[src/rtl/sd_cmd_pkg.sv]
// Shared definitions for the SD CMD line: token layout, CRC7 polynomial and
// the framer state type. The CMD response receiver reuses this package.
package sd_cmd_pkg;

  typedef enum logic [1:0] {
    IDLE = 2'd0,
    CALC = 2'd1,
    SEND = 2'd2,
    DONE = 2'd3
  } cmd_state_t;

  localparam logic [6:0] CRC7_POLY        = 7'h09;
  localparam int         CMD_FRAME_BITS   = 48;
  localparam int         CMD_PAYLOAD_BITS = 40;
  localparam int         CMD_FRAME_BYTES  = 6;
  localparam logic       START_BIT        = 1'b0;
  localparam logic       TX_BIT           = 1'b1;
  localparam logic       END_BIT          = 1'b1;

  // Byte k of the 48-bit token, MSB-first; byte 5 carries CRC7 and the end bit.
  function automatic logic [7:0] frame_byte(input logic [39:0] frame40,
                                            input logic [6:0]  crc,
                                            input logic [2:0]  idx);
    logic [7:0] b;
    case (idx)
      3'd0:    b = frame40[39:32];
      3'd1:    b = frame40[31:24];
      3'd2:    b = frame40[23:16];
      3'd3:    b = frame40[15:8];
      3'd4:    b = frame40[7:0];
      default: b = {crc, END_BIT};
    endcase
    return b;
  endfunction

endpackage

[src/rtl/sd_crc7.sv]
// Serial CRC7 (x^7 + x^3 + 1), one bit per enabled cycle, MSB of the message first.
// Shared by the command framer and the response-side CRC check.
module sd_crc7
  import sd_cmd_pkg::*;
(
  input  logic       clk,
  input  logic       clr,
  input  logic       en,
  input  logic       din,
  output logic [6:0] crc
);

  logic fb;

  assign fb = din ^ crc[6];

  always_ff @(posedge clk) begin
    if (clr) begin
      crc <= 7'h00;
    end else if (en) begin
      crc <= {crc[5:0], 1'b0} ^ (fb ? CRC7_POLY : 7'h00);
    end
  end

endmodule

[src/rtl/sd_cmd_tx_framer.sv]
// Builds the 48-bit SD command token (start, tx, index, arg, CRC7, end) and
// hands it byte by byte to the CMD serializer, advancing on its complete strobe.
module sd_cmd_tx_framer
  import sd_cmd_pkg::*;
#(
  parameter int N = 8
) (
  input  logic         sd_clock,
  input  logic         reset,
  input  logic         cmd_start,
  input  logic [5:0]   cmd_index,
  input  logic [31:0]  cmd_arg,
  input  logic         ser_complete,
  output logic [N-1:0] ser_parallel,
  output logic         ser_enable,
  output logic         busy,
  output logic         done
);

  if (N != 8) begin : g_width_check
    $error("sd_cmd_tx_framer: only N = 8 is supported");
  end

  cmd_state_t  state;
  logic [39:0] frame40;
  logic [5:0]  bit_cnt;
  logic [5:0]  bit_pos;
  logic [2:0]  byte_idx;
  logic [6:0]  crc;
  logic        crc_clr;
  logic        crc_en;
  logic        crc_din;

  // CRC register stays cleared while idle so each token starts from zero.
  assign crc_clr = reset || (state == IDLE);
  assign crc_en  = (state == CALC);
  assign bit_pos = 6'd39 - bit_cnt;
  assign crc_din = frame40[bit_pos];

  sd_crc7 u_crc7 (
    .clk (sd_clock),
    .clr (crc_clr),
    .en  (crc_en),
    .din (crc_din),
    .crc (crc)
  );

  always_ff @(posedge sd_clock) begin
    if (reset) begin
      state        <= IDLE;
      frame40      <= 40'h0;
      bit_cnt      <= 6'd0;
      byte_idx     <= 3'd0;
      ser_parallel <= '0;
      ser_enable   <= 1'b0;
      busy         <= 1'b0;
      done         <= 1'b0;
    end else begin
      case (state)
        IDLE: begin
          done <= 1'b0;
          if (cmd_start) begin
            frame40  <= {START_BIT, TX_BIT, cmd_index, cmd_arg};
            bit_cnt  <= 6'd0;
            byte_idx <= 3'd0;
            busy     <= 1'b1;
            state    <= CALC;
          end
        end
        CALC: begin
          if (bit_cnt == 6'd39) begin
            byte_idx     <= 3'd0;
            ser_parallel <= frame40[39:32];
            ser_enable   <= 1'b1;
            state        <= SEND;
          end else begin
            bit_cnt <= bit_cnt + 6'd1;
          end
        end
        SEND: begin
          // The next byte is loaded while the serializer still shifts bit 0.
          if (ser_complete) begin
            if (byte_idx < 3'd5) begin
              byte_idx     <= byte_idx + 3'd1;
              ser_parallel <= frame_byte(frame40, crc, byte_idx + 3'd1);
            end else begin
              ser_enable <= 1'b0;
              done       <= 1'b1;
              state      <= DONE;
            end
          end
        end
        DONE: begin
          done  <= 1'b0;
          busy  <= 1'b0;
          state <= IDLE;
        end
        default: state <= IDLE;
      endcase
    end
  end

endmodule

[config.mk]
export PLATFORM = sky130hd
export DESIGN_NAME = sd_cmd_tx_framer
export DESIGN_NICKNAME = d
export VERILOG_FILES = /design/src/rtl/sd_cmd_pkg.sv /design/src/rtl/sd_crc7.sv /design/src/rtl/sd_cmd_tx_framer.sv
export SDC_FILE = /design/constraint.sdc
export NUM_CORES = 1
export LEC_CHECK = 0
export BUFFER_PORTS_ARGS = -buffer_cell sky130_fd_sc_hd__clkbuf_2
export CAP_MARGIN = 5
export CORE_AREA = 2 2 85 87
export CTS_CLUSTER_DIAMETER = 150
export DETAILED_ROUTE_END_ITERATION = 10
export DIE_AREA = 0 0 87 89
export PLACE_DENSITY = 0.73
export SYNTH_ARGS = -nofsm -noshare
export SYNTH_HDL_FRONTEND = slang
export SYNTH_SLANG_ARGS = --single-unit
[constraint.sdc]
create_clock -name sd_clock -period 2.8 [get_ports sd_clock]
set_input_delay 0.42 -clock sd_clock [delete_from_list [all_inputs] [get_ports sd_clock]]
set_output_delay 0.42 -clock sd_clock [all_outputs]
set_load 0.03 [all_outputs]
==> summary.md, run 1 <==
| Metric | Value |
|---|---|
| Die Wd | `87 µm` |
| Critical path data arrival time | `2.42 ns` |
| Most frequent cells in the layout | `nand2_1, dfxtp_1, clkbuf_2` |
| Drt total wl | `8950 µm` |
| Mapped cell area | `3650 µm²` |
| DR top layer | `met4` |
| Fmax | `454 MHz` |
| Fin crit share | `between 70% and 80%` |
| Commonest non-fill, non-tap cell in the layout | `nand2_1` |
| Slowest stage cell, crit path | `xor2_4` |
| Critical path type | `flop to flop` |
| Synthesis Warnings | `0` |
| Routed wire per std cell | `16.0 µm` |
| Gate count after technology mapping | `between 400 and 500` |
| Row count | `30` |
| DRT met1 WL | `3920 µm` |
| PortBufs | `52` |
| Via count of the first global-routing pass | `3052` |
| Crit path max-delay family | `XOR/XNOR gates` |
| Detail Placement HPWL | `6610 µm` |
| Register Area | `1360 µm²` |
| Hold crit path type | `primary input to flop` |
| Slew headroom | `59.3%` |
| Die Height | `between 80 and 90 µm` |
| Largest net degree at the start of global routing | `41` |
| Skew final | `0.00713 ns` |
| Synth Flop Type | `dfxtp_1` |
| Max Cap Viol | `0` |
| H-tree depth | `3` |
| Final core occ | `60.6%` |
| Vias per inst | `5.83` |
| Initial antenna violation count | `0` |
| Synth-to-Final Area Change | `11.4%` |
| Register bit total from synthesis | `between 60 and 70` |
| Final Hold Vio Count | `0` |
| Leading area contributor after synthesis | `dfxtp_1` |
| Clk slew on worst S/H paths | `0.07 ns` |
| Crit-path max FO | `18` |
| Worst path cell trace | `ha_1 > xor2_4 > mux2_1 > a221o_1 > nand2_1 > a211oi_2` |
| CTS Root Cell | `clkbuf_8` |
| Die area | `7740 µm²` |
| CTS Hold Bufs | `0` |
| Final setup vio count | `0` |
| Type of origin of the critical path | `flop` |
| Clk_lat worst skew | `0.34 ns` |
| Net Count, Synth | `489` |
| Netlist cell types | `60` |
| Total CTS buffers | `9` |
| Final GP Congestion | `slightly above 0.9` |
| Multi-input logic area | `2090 µm²` |
| DR WL met3 | `358 µm` |
| Diode count | `0` |
| Global-route wire length before repair | `14800 µm` |
| Fill cells | `636` |
| Final net count | `529` |
| CTS tree | `done` |
| Resize count post-CTS | `0` |
| Min cycle time layout | `2.20 ns` |
| Non-Filler Instances | `between 500 and 600` |
| Post-CTS Setup Inserts | `0` |
| Dpl cells | `around 540` |
| Post-DRT Antenna Nets | `0` |
| Peak VDD IR | `0.387 mV` |
| Worst EP required | `3.02 ns` |
| Max stage delay on crit path | `0.45 ns` |
| Setup TNS | `0 ns` |
| Top post-synthesis cells by area | `dfxtp_1, nand2_1, a21oi_1` |
| Endpoint class of the critical path | `flop` |
| Post-synth ARST share | `0%` |
| Initial drt markers | `377` |
| DRC Markers | `0` |
| Register area share after synthesis | `37.2%` |
| Core ar. | `around 6700 µm²` |
| Final slew viol count | `0` |
| CTS max path bufs | `2` |
| Layout cell share with drive strength beyond 1 | `20.5%` |
| Met2 WL | `4360 µm` |
| Lkg Pwr | `1.56 nW` |
| Starting Density | `between 50 and 60%` |
| Area fraction of the dominant cell type after synthesis | `37.2%` |
| Post-synth EDFFs | `0` |
| Remaining Overflow, GRT | `0` |
| All-Layer GR Usage | `24.9%` |
| Status | `finished, final reports clean` |
| Pwr/cell area | `839 nW/µm²` |
| Worst-Margin Slew | `around 0.61 ns` |
| CP bufs+invs | `0` |
| Syn avg cell area | `around 8.4 µm²` |
| RSZ-0062 raised after global routing | `false` |
| 1st-pass router iterations | `5` |
| Via count | `~3300` |
| Num Clock Sinks | `68` |
| I/O pin count | `53` |
==> synthesized netlist by cell type (2+ instances only) <==
master,instances
dfxtp_1,68
xor2_1,2
buf_1,3
nand2b_1,5
nor2_1,39
clkbuf_4,2
mux4_2,4
buf_4,2
inv_1,10
nor2b_1,2
a211oi_2,6
o311ai_0,2
mux2i_1,17
a222oi_1,8
nand2_1,93
ha_1,12
a21oi_1,49
mux2_2,2
buf_6,5
a221o_1,7
o211ai_1,3
nand3_1,13
a211oi_1,2
mux2_1,6
xnor2_1,3
o22ai_1,2
o21ai_0,14
nor4_1,2
nor3_1,4
clkbuf_1,18
==> worst register-to-register path, stage by stage, from the launching register on <==
cell and delay [ns]:
dfxtp_1 0.44, ha_1 0.33, xor2_4 0.45, mux2_1 0.37
a221o_1 0.34, nand2_1 0.08, a211oi_2 0.07
==> sequential cells by signal, summed over array words and instances, names as in the netlist <==
signal / flops
busy: 1
byte_idx: 3
done: 1
bit_cnt: 6
frame40: 39
state: 2
u_crc7.crc: 7
ser_enable: 1
ser_parallel: 8
==> final timing paths <==
| path | slack [ns] | startpoint | to | cells after the start |
|---|---|---|---|---|
| min | 0.29 | cmd_arg[22] | frame40[22] | 3 |
| max | 0.60 | byte_idx[1] | ser_parallel[5] | 6 |
| max reg2reg | 0.60 | byte_idx[1] | ser_parallel[5] | 6 |
| min reg2reg | 0.48 | frame40[25] | frame40[25] | 2 |
==> kinds of logic (layout without fill, tap and decap cells) <==
| group | count (synthesis) | count (layout) | synth area share [%] |
|---|---|---|---|
| mux | 30 | 30 | 10.0 |
| fa+ha+maj | 12 | 12 | 4.11 |
| compound gates | 107 | 107 | 20.4 |
| xor+xnor | 6 | 6 | 1.95 |
| flops | 68 | 68 | 37.2 |
| simple gates | 171 | 171 | 20.6 |
| buf+inv | 41 | 85 | 5.65 |
==> power by group <==
group,switching (mW),internal [mW],total (mW)
Sequential,0.182,1.16,1.34
Clock,0.351,0.367,0.718
Combinational,0.851,0.508,1.36
Total,1.38,2.03,3.42
==> per-stage QoR <==
step	power, mW	hold slack (ns)	setup WS (ns)	cell area, µm²
6_report	3.42	0.294	0.599	4070
5_1_grt	3.64	0.301	0.452	4070
4_1_cts	3.43	0.288	0.608	4070
3_5_place_dp	2.72	0.469	0.619	3900
3_3_place_gp	2.69	0.464	0.670	3900
2_1_floorplan	2.37	0.445	0.900	3650
==> metal layers <==
metal / up-vias / track usage (%)
li1: 1607 / -
met5: - / 0
met2: 110 / 42.1
met3: 25 / 3.32
met1: 1517 / 31.2
met4: 0 / 13.1
==> cell type report <==
cell class                 instances  area share (%)
timing repair buffer              59            7.68
multi-input combinational        326            51.2
inverter                          11            1.01
clock inverter                     1           0.184
clock buffer                      14            3.99
sequential                        68            33.4
tap                               80            2.46
Power figures use the tool's default switching activity.
==> run 2, diff against run 1 <==
--- a/config.mk
+++ b/config.mk
@@ -7,11 +7,11 @@
 export LEC_CHECK = 0
 export BUFFER_PORTS_ARGS = -buffer_cell sky130_fd_sc_hd__clkbuf_2
 export CAP_MARGIN = 5
-export CORE_AREA = 2 2 85 87
+export CORE_AREA = 2 2 87 89
 export CTS_CLUSTER_DIAMETER = 150
 export DETAILED_ROUTE_END_ITERATION = 10
-export DIE_AREA = 0 0 87 89
-export PLACE_DENSITY = 0.73
+export DIE_AREA = 0 0 89 91
+export PLACE_DENSITY = 0.72
 export SYNTH_ARGS = -nofsm -noshare
 export SYNTH_HDL_FRONTEND = slang
 export SYNTH_SLANG_ARGS = --single-unit
==> constraint.sdc (replaced) <==
create_clock -name sd_clock -period 1.9 [get_ports sd_clock]
set_input_delay 0.285 -clock sd_clock [delete_from_list [all_inputs] [get_ports sd_clock]]
set_output_delay 0.285 -clock sd_clock [all_outputs]
set_load 0.03 [all_outputs]
==> summary.md, run 2 (synthesis gave the netlist of run 1 again) <==
| Metric | Value |
|---|---|
| Status | `finished, final reports clean` |
| Die Height | `91 µm` |
| Dpl cells | `575` |
| All-Layer GR Usage | `23.9%` |
| I/O pin count | `53` |
| Fill cells | `685` |
| Synth-to-Final Area Change | `17.2%` |
| GRT met2 Usage | `36.8%` |
| Remaining Overflow, GRT | `0` |
| Biggest regs | `frame40 (39), ser_parallel (8), u_crc7.crc (7)` |
| Slowest stage cell, crit path | `dfxtp_4` |
| Die Wd | `roughly 90 µm` |
| Final Hold Vio Count | `0` |
| Die area | `about 8100 µm²` |
| Layout cell share with drive strength beyond 1 | `26.5%` |
| Non-Filler Instances | `between 500 and 600` |
| Hold crit path type | `primary input to flop` |
| CTS Root Cell | `clkbuf_8` |
| Core ar. | `7140 µm²` |
| Critical path type | `flop to flop` |
| Worst reg2reg path startpoint | `byte_idx[0]` |
| Row count | `31` |
| Final setup vio count | `0` |
| Routed wire per std cell | `15.6 µm` |
| PortBufs | `52` |
| Final net count | `542` |
| Drt total wl | `approximately 9200 µm` |
| DRC Markers | `0` |
| Worst reg2reg path depth | `6` |
| Largest net degree at the start of global routing | `37` |
| CTS tree | `done` |
| Max reg flops | `39` |
| Worst-Margin Slew | `0.392 ns` |
| Largest register by flop count | `frame40` |
| Type of origin of the critical path | `flop` |
| Initial drt markers | `roughly 330` |
| Commonest non-fill, non-tap cell in the layout | `nand2_1` |
| Num Clock Sinks | `68` |
| Skew final | `between 0.008 and 0.009 ns` |
| CP endpoint | `ser_parallel[5]` |
| FF-to-FF End | `ser_parallel[5]` |
| Met3 usage | `6.36%` |
| Max stage delay on crit path | `0.38 ns` |
| Endpoint class of the critical path | `flop` |
| Worst path cell trace | `ha_4 > xor2_4 > mux2_1 > a221o_1 > nand2_1 > a211oi_2` |
| Clk_lat worst skew | `0.35 ns` |
| Final core occ | `between 60% and 70%` |
| Clk slew on worst S/H paths | `about 0.070 ns` |
| Worst EP required | `2.13 ns` |
| Layer with the highest usage | `met2` |
| 1st-pass router iterations | `6` |
| Via count of the first global-routing pass | `3017` |
| Fmax | `557 MHz` |
| Starting Density | `51.2%` |
| CTS Hold Bufs | `0` |
| Crit-path max FO | `8` |
| Min cycle time layout | `between 1.5 and 2 ns` |
| Vias per inst | `5.54` |
| Via count | `3266` |
| H-tree depth | `3` |
| WHS Path Cells | `3` |
| Lkg Pwr | `between 1.5 and 2 nW` |
| Final slew viol count | `0` |
| Post-DRT Antenna Nets | `0` |
| CTS max path bufs | `2` |
| Initial antenna violation count | `0` |
| Diode count | `0` |
| Max Cap Viol | `0` |
| Final GP Congestion | `1.01` |
| Most frequent cells in the layout | `nand2_1, dfxtp_1, clkbuf_2` |
| GR Util met1 | `roughly a third` |
| Global-route wire length before repair | `15000 µm` |
| Critical path data arrival time | `about 2.0 ns` |
| Detail Placement HPWL | `a little under 7000 µm` |
| Fin crit share | `94.4%` |
| Slew headroom | `73.7%` |
| Launch point of the critical path | `byte_idx[0]` |
| Total CTS buffers | `9` |
| R2R Setup Slk | `0.11 ns` |
| Pwr/cell area | `1230 nW/µm²` |
| Peak VDD IR | `about 0.69 mV` |
==> run 2: cell count changes in the layout (fill, tap and decap cells not counted), moves of 3 or more <==
cell | previous run | this run
dfxtp_2 | 0 | 5
clkbuf_1 | 3 | 0
ha_2 | 0 | 4
ha_1 | 12 | 7
buf_4 | 7 | 17
dfxtp_1 | 68 | 61
==> run 2: repair_timing <==
item / CTS / global route
buffers inserted: 0 / 1
pin swaps: 0 / 2
endpoints found under the setup margin: 6 / 17
gates resized for setup: 3 / 20
==> run 2: how the worst min path moves through the flow <==
stage	from	end
after CTS	cmd_arg[2]	frame40[2]
after global placement	busy	busy
final	cmd_arg[2]	frame40[2]
after floorplan	cmd_arg[10]	frame40[10]
after detailed placement	frame40[30]	frame40[30]
after global routing	cmd_arg[27]	frame40[27]
==> run 2: report_power, final <==
group          internal [mW]  switching (mW)
clock                  0.561           0.509
combinational          0.880            1.31
sequential              1.71           0.276
==> run 2: final cells by class <==
class                           instances  area (µm²)  area share, %
Multi-Input combinational cell        326        2130           49.6
Clock buffer                           12         165           3.86
Inverter                               11        43.8           1.02
Tap cell                               99         124           2.89
Sequential cell                        68        1380           32.1
Timing Repair Buffer                   72         439           10.3
Clock inverter                          2        10.0          0.234
==> run 2: worst max-delay path: cells and delay by family (launching register included) <==
family / cells / cell delay (ns)
AOI/OAI and AO/OA: 2 / 0.40
DFF: 1 / 0.38
muxes: 1 / 0.35
xor gates and xnor gates: 1 / 0.29
adders and majority gates: 1 / 0.17
and+or+nand+nor: 1 / 0.08
==> run 2: per-stage QoR <==
stage / worst slack, ns / TNS [ns] / hold WS (ns) / power, mW / cell area (µm²)
finish: 0.106 / 0 / 0.148 / 5.25 / 4280
global route: -0.00519 / -0.00519 / 0.144 / 5.60 / 4280
CTS: 0.00224 / 0 / 0.145 / 5.19 / 4230
detailed placement: -0.0342 / -0.0411 / 0.472 / 4.11 / 4040
global placement: 0.0387 / 0 / 0.465 / 4.07 / 4040
floorplan: 0.0297 / 0 / 0.421 / 3.50 / 3660
==> run 2: routing by layer <==
layer | wire length [µm] | part of all wire [%]
met5 | 0 | 0
met4 | 187 | 2.0
met3 | 633 | 6.9
met2 | 4320 | 47
met1 | 4070 | 44
